==> config.mk <==
export PLATFORM = sky130hd
export DESIGN_NAME = serial_twos_comp_flat
export DESIGN_NICKNAME = d
export VERILOG_FILES = /design/src/rtl/serial_pkg.sv /design/src/rtl/serial_twos_comp_if.sv /design/src/rtl/serial_bit_cnt.sv /design/src/rtl/serial_twos_comp.sv /design/src/flat_wrapper.sv
export SDC_FILE = /design/constraint.sdc
export NUM_CORES = 1
export LEC_CHECK = 0
export ABC_CLOCK_PERIOD_IN_PS = 1680
export BUFFER_PORTS_ARGS = -buffer_cell sky130_fd_sc_hd__buf_2
export CELL_PAD_IN_SITES_DETAIL_PLACEMENT = 0
export CELL_PAD_IN_SITES_GLOBAL_PLACEMENT = 1
export CORE_AREA = 2 2 39 41
export CTS_CLUSTER_DIAMETER = 30
export DETAILED_ROUTE_END_ITERATION = 7
export DIE_AREA = 0 0 41 43
export PLACE_DENSITY = 0.49
export SYNTH_ARGS = -nofsm -noshare
export SYNTH_HDL_FRONTEND = slang
export SYNTH_SLANG_ARGS = --single-unit
==> constraint.sdc <==
create_clock -name clk -period 1.68 [get_ports clk]
set_clock_uncertainty 0.2 [all_clocks]
set_input_delay 0.336 -clock clk [delete_from_list [all_inputs] [get_ports clk]]
set_output_delay 0.336 -clock clk [all_outputs]
set_load 0.005 [all_outputs]
==> src/rtl/serial_pkg.sv <==
// Shared types and constants for the bit-serial arithmetic path.
// Holds the negator state encoding and the default word width.
package serial_pkg;

   localparam int SERIAL_WIDTH = 8;

   typedef enum logic {
      PASS = 1'b0,
      INV  = 1'b1
   } state_t;

endpackage

==> src/rtl/serial_twos_comp_if.sv <==
// Serial stream bundle between a bit source and the two's-complement negator.
// The master drives input bits; the slave (the negator) returns the result stream.
interface serial_twos_comp_if;

   logic in_valid;
   logic in_bit;
   logic out_valid;
   logic out_bit;
   logic out_last;
   logic out_ovf;

   modport master (
      output in_valid, in_bit,
      input  out_valid, out_bit, out_last, out_ovf
   );

   modport slave (
      input  in_valid, in_bit,
      output out_valid, out_bit, out_last, out_ovf
   );

endinterface

==> src/rtl/serial_bit_cnt.sv <==
// Word framing counter: advances on each enabled bit and wraps after WIDTH-1.
// last flags the enabled cycle that carries the final bit of a word.
module serial_bit_cnt
   import serial_pkg::*;
#(
   parameter int WIDTH = SERIAL_WIDTH,
   parameter int CNT_W = $clog2(WIDTH)
) (
   input  logic             clk,
   input  logic             rst,
   input  logic             en,
   output logic [CNT_W-1:0] cnt,
   output logic             last
);

   assign last = en && (cnt == CNT_W'(WIDTH - 1));

   always_ff @(posedge clk or negedge rst) begin
      if (!rst) begin
         cnt <= '0;
      end else if (en) begin
         cnt <= last ? '0 : cnt + 1'b1;
      end
   end

endmodule

==> src/rtl/serial_twos_comp.sv <==
// Bit-serial LSB-first two's-complement negator with registered outputs.
// Define SERIAL_TWOS_COMP_OVF_EN to build the most-negative overflow flag; otherwise out_ovf is tied 0.
module serial_twos_comp
   import serial_pkg::*;
#(
   parameter int WIDTH = SERIAL_WIDTH
) (
   input  logic               clk,
   input  logic               rst,
   serial_twos_comp_if.slave  bus
);

   localparam int CNT_W = $clog2(WIDTH);

   state_t           state;
   state_t           state_next;
   logic             res_bit;
   logic             word_end;
   logic [CNT_W-1:0] bit_cnt;
   logic             bit_cnt_unused;

   serial_bit_cnt #(
      .WIDTH (WIDTH),
      .CNT_W (CNT_W)
   ) u_bit_cnt (
      .clk  (clk),
      .rst  (rst),
      .en   (bus.in_valid),
      .cnt  (bit_cnt),
      .last (word_end)
   );

   assign bit_cnt_unused = ^bit_cnt;

   always_ff @(posedge clk or negedge rst) begin
      if (!rst) begin
         state <= PASS;
      end else begin
         state <= state_next;
      end
   end

   // Copy bits until the first 1 has gone through, then invert; every word starts fresh in PASS.
   always_comb begin
      state_next = state;
      res_bit    = 1'b0;
      if (bus.in_valid) begin
         case (state)
            PASS: begin
               res_bit = bus.in_bit;
               if (bus.in_bit) begin
                  state_next = INV;
               end
            end
            INV: begin
               res_bit = ~bus.in_bit;
            end
            default: begin
               res_bit    = 1'b0;
               state_next = PASS;
            end
         endcase
         if (word_end) begin
            state_next = PASS;
         end
      end
   end

   always_ff @(posedge clk or negedge rst) begin
      if (!rst) begin
         bus.out_valid <= 1'b0;
         bus.out_bit   <= 1'b0;
         bus.out_last  <= 1'b0;
      end else begin
         bus.out_valid <= bus.in_valid;
         bus.out_bit   <= res_bit;
         bus.out_last  <= word_end;
      end
   end

`ifdef SERIAL_TWOS_COMP_OVF_EN
   // Only the most-negative word reaches its MSB with no earlier 1 and a 1 in the MSB.
   always_ff @(posedge clk or negedge rst) begin
      if (!rst) begin
         bus.out_ovf <= 1'b0;
      end else begin
         bus.out_ovf <= word_end && (state == PASS) && bus.in_bit;
      end
   end
`else
   assign bus.out_ovf = 1'b0;
`endif

endmodule

==> src/flat_wrapper.sv <==
// flat-port wrapper written by rule: the top's interface ports become plain ports
module serial_twos_comp_flat import serial_pkg::*;
#(
   parameter int WIDTH = SERIAL_WIDTH
)
  (clk, rst, bus_in_valid, bus_in_bit, bus_out_valid, bus_out_bit, bus_out_last, bus_out_ovf);
  serial_twos_comp_if bus_i ();
  input  logic clk;
  input  logic rst;
  input wire logic [$bits(bus_i.in_valid)-1:0] bus_in_valid;
  input wire logic [$bits(bus_i.in_bit)-1:0] bus_in_bit;
  output wire logic [$bits(bus_i.out_valid)-1:0] bus_out_valid;
  output wire logic [$bits(bus_i.out_bit)-1:0] bus_out_bit;
  output wire logic [$bits(bus_i.out_last)-1:0] bus_out_last;
  output wire logic [$bits(bus_i.out_ovf)-1:0] bus_out_ovf;
  assign bus_i.in_valid = bus_in_valid;
  assign bus_i.in_bit = bus_in_bit;
  assign bus_out_valid = bus_i.out_valid;
  assign bus_out_bit = bus_i.out_bit;
  assign bus_out_last = bus_i.out_last;
  assign bus_out_ovf = bus_i.out_ovf;
  serial_twos_comp #(.WIDTH(WIDTH)) u_core (.clk(clk), .rst(rst), .bus(bus_i));
endmodule
==> results.toml <==
[status]
status = "completed"

[worst_hold_path]
hold_class = "in -> reg"
hold_start = "bus_in_valid"
hold_end = "u_core.bus.out_valid"
hold_depth = 1

[final_layout]
nNetsFinal = 44
diodes = 0
drive_above_1_share_pct = 27.78
postLayoutCoreUtil_pct = 27.76
nFillCells = 153
area_growth_pct = 21.34

[cts]
cts_resized = 0
cts_tree = "done"
cts_buffers = 3
ctsHtreeMaxLevel = 1
ctsHoldBuffers = 1
cts.reportedPaths.clkPinSlew_ps = 50
cts-root-buf = "clkbuf_4"
cts_num_sinks = 7
insertion_delay_ps = 250
post_cts_buffers = 0
clockBufferDepth = 2

[global_routing]
grt_use_total_pct = 8.586
grt_max_degree = 11
grt_pass1_wl_um = 972
grt_pass1_vias = 232
overflow = 0
antenna_found_initial = 0

[power_and_ir_drop]
switching_power_mw = 0.1537
p_comb_share_pct = 26.4
internal_power_mw = 0.3856
power_mw = 0.5394
seqPwrFrac_pct = 45.4
swShare_pct = 28.50
power_density_nw_per_um2 = 1404
p_clk_share_pct = 28.2
p_leak_nw = 0.2053
vdd.ir_drop.worst_uv = 468.1

[synth]
synth_top_area_share_pct = 55.34
synth_most_common_cell = "dfrtp_1"
seq_area_frac_synth_pct = 55.34
synth_mux_area_share_pct = 4.743
synth_top_family_by_area = "adder cells"
syn_inst = 27
synthFlopType = "dfrtp_1"
synth_common_cells = "dfrtp_1, inv_1, ha_1"
synth_compound_area_share_pct = 5.534
synth_warnings = 0
ys_ff_latch = 7
synth_nets = 34
synth-simple-area-share_pct = 10.67
synth_cell_type_count = 14
syn_avg_cell_area_um2 = 11.72
synth_fa_ha_area_share_pct = 11.86
ys_top_cells_by_area = "dfrtp_1, ha_1, inv_1, mux2_4, and2_1"
synth_top_area_cell = "dfrtp_1"
async_reset_ff_share_pct = 100.0
synth_edf_count = 0
syn_area_um2 = 316.6
synthXorXnorAreaFrac_pct = 0

[setup_path]
timing.rr.end = "u_core.u_bit_cnt.cnt[0]"
worstPathCellList = "ha_1 -> ha_1 -> nor2_1 -> mux2_4"
cp.depth = 4
setup.worst_path.class = "reg -> reg"
regToRegStartpoint = "u_core.u_bit_cnt.cnt[0]"
slowest_stage = "dfrtp_1"
path_delay_family = "adder cells"
startpoint_type = "register"
r2r_cells = 4
path_buf_inv = 0
cp_common_cell = "ha_1"
arrival_ps = 1310
max_stage_delay_ps = 370
endpoint_kind = "register"
crit_path_max_fanout = 5
r2r_slack_ps = 300
worstPathRequired_ps = 1610

[routing]
totalWireLength_um = 518
drt_pass1_iterations = 1
ant_nets = 0
via_per_inst = 3.865
drcViolationCount = 0
num_vias = 201
wire_per_inst_um = 9.962
drt_iter0_drc = 0

[place]
dpl.hpwl_um = 383.9
globalplace.congestion = 0.6843
port_buffers = 6
place_ws_ps = 295.8

[timing]
finalHoldViolations = 0
fin_setup_tns_ps = 0
worst_slack_ps = 299.3
whs_ps = 110.5
finalMaxSlewViolations = 0
min_period_ps = 1381
fin_crit_sh_pct = 82.18
rsz0062_at_grt = "no"
fmax_mhz = 724.3
finalSetupViolCount = 0

[floorplanning]
pin_count = 8
rows = 14
start_util_pct = 22.88
dieArea_um2 = 1763
core_area_um2 = 1384
die_h_um = 43
die_x_um = 41

[run]
drv_cap = 0
## worst reg2reg max path: stages, from the launching register on
cell and delay, ps:
dfrtp_1 370, ha_1 160, ha_1 220, nor2_1 60
mux2_4 250
## layout by cell type (no fill, tap or decap)
cell / count
nand2b_1: 1
inv_1: 4
buf_2: 6
dfrtp_1: 7
nor2_1: 1
o22ai_1: 2
dlygate4sd3_1: 1
clkbuf_4: 3
clkbuf_1: 1
mux2_4: 1
nand2_1: 1
nand3b_1: 1
and2_1: 2
o21ai_1: 1
ha_1: 3
conb_1: 1
## per-stage QoR
step / cells / instance area, µm²
global placement: 47 / 347.8
global route: 52 / 384.1
detailed placement: 47 / 347.8
CTS: 52 / 384.1
finish: 52 / 384.1
floorplan: 27 / 316.6
## how the worst max path moves through the flow
stage / from / to / slack [ps]
floorplan: u_core.u_bit_cnt.cnt[0] / u_core.u_bit_cnt.cnt[0] / 400
global placement: u_core.u_bit_cnt.cnt[0] / u_core.u_bit_cnt.cnt[0] / 350
detailed placement: u_core.u_bit_cnt.cnt[0] / u_core.u_bit_cnt.cnt[0] / 300
CTS: u_core.u_bit_cnt.cnt[0] / u_core.u_bit_cnt.cnt[0] / 290
global route: u_core.u_bit_cnt.cnt[0] / u_core.u_bit_cnt.cnt[0] / 210
finish: u_core.u_bit_cnt.cnt[0] / u_core.u_bit_cnt.cnt[0] / 300
## area by class of cell
class | instances | area [µm²] | share of cell area (%)
sequential | 7 | 175.2 | 45.60
multi-input combinational | 14 | 107.6 | 28.01
timing repair buffer | 7 | 40.04 | 10.42
clock buffer | 4 | 26.28 | 6.840
tap | 16 | 20.02 | 5.212
inverter | 4 | 15.01 | 3.909
## power groups by stage
stage	logic (mW)	registers, mW	clock network, mW
floorplan	0.110	0.241	0
global placement	0.138	0.244	0
detailed placement	0.141	0.249	0
CTS	0.146	0.245	0.162
global route	0.171	0.251	0.169
finish	0.142	0.245	0.152
## sequential cells by signal (all words and copies together), names as in the netlist
signal,count
u_core.bus.out_valid,1
u_core.bus.out_last,1
u_core.u_bit_cnt.cnt,3
u_core.bus.out_bit,1
u_core.state,1
## routing by layer
metal	part of all wire (%)	vias up	track usage, %	wire length, µm
li1	-	102	-	-
met1	47	91	10.16	243
met2	46	6	12.19	240
met3	5.2	2	3.141	27
met4	1.4	0	6.000	7
met5	0	-	0	0
## cell families (layout without fill, tap and decap cells)
kind of cell             count (synthesis)  after routing
adder cells (fa/ha/maj)                  3              3
AO/OA/AOI/OAI                            3              3
other                                    1              1
multiplexers                             1              1
AND/OR/NAND/NOR                          6              6
buffers and inverters                    6             15
flip-flops                               7              7
No activity file was read; power rests on OpenSTA's default activity.
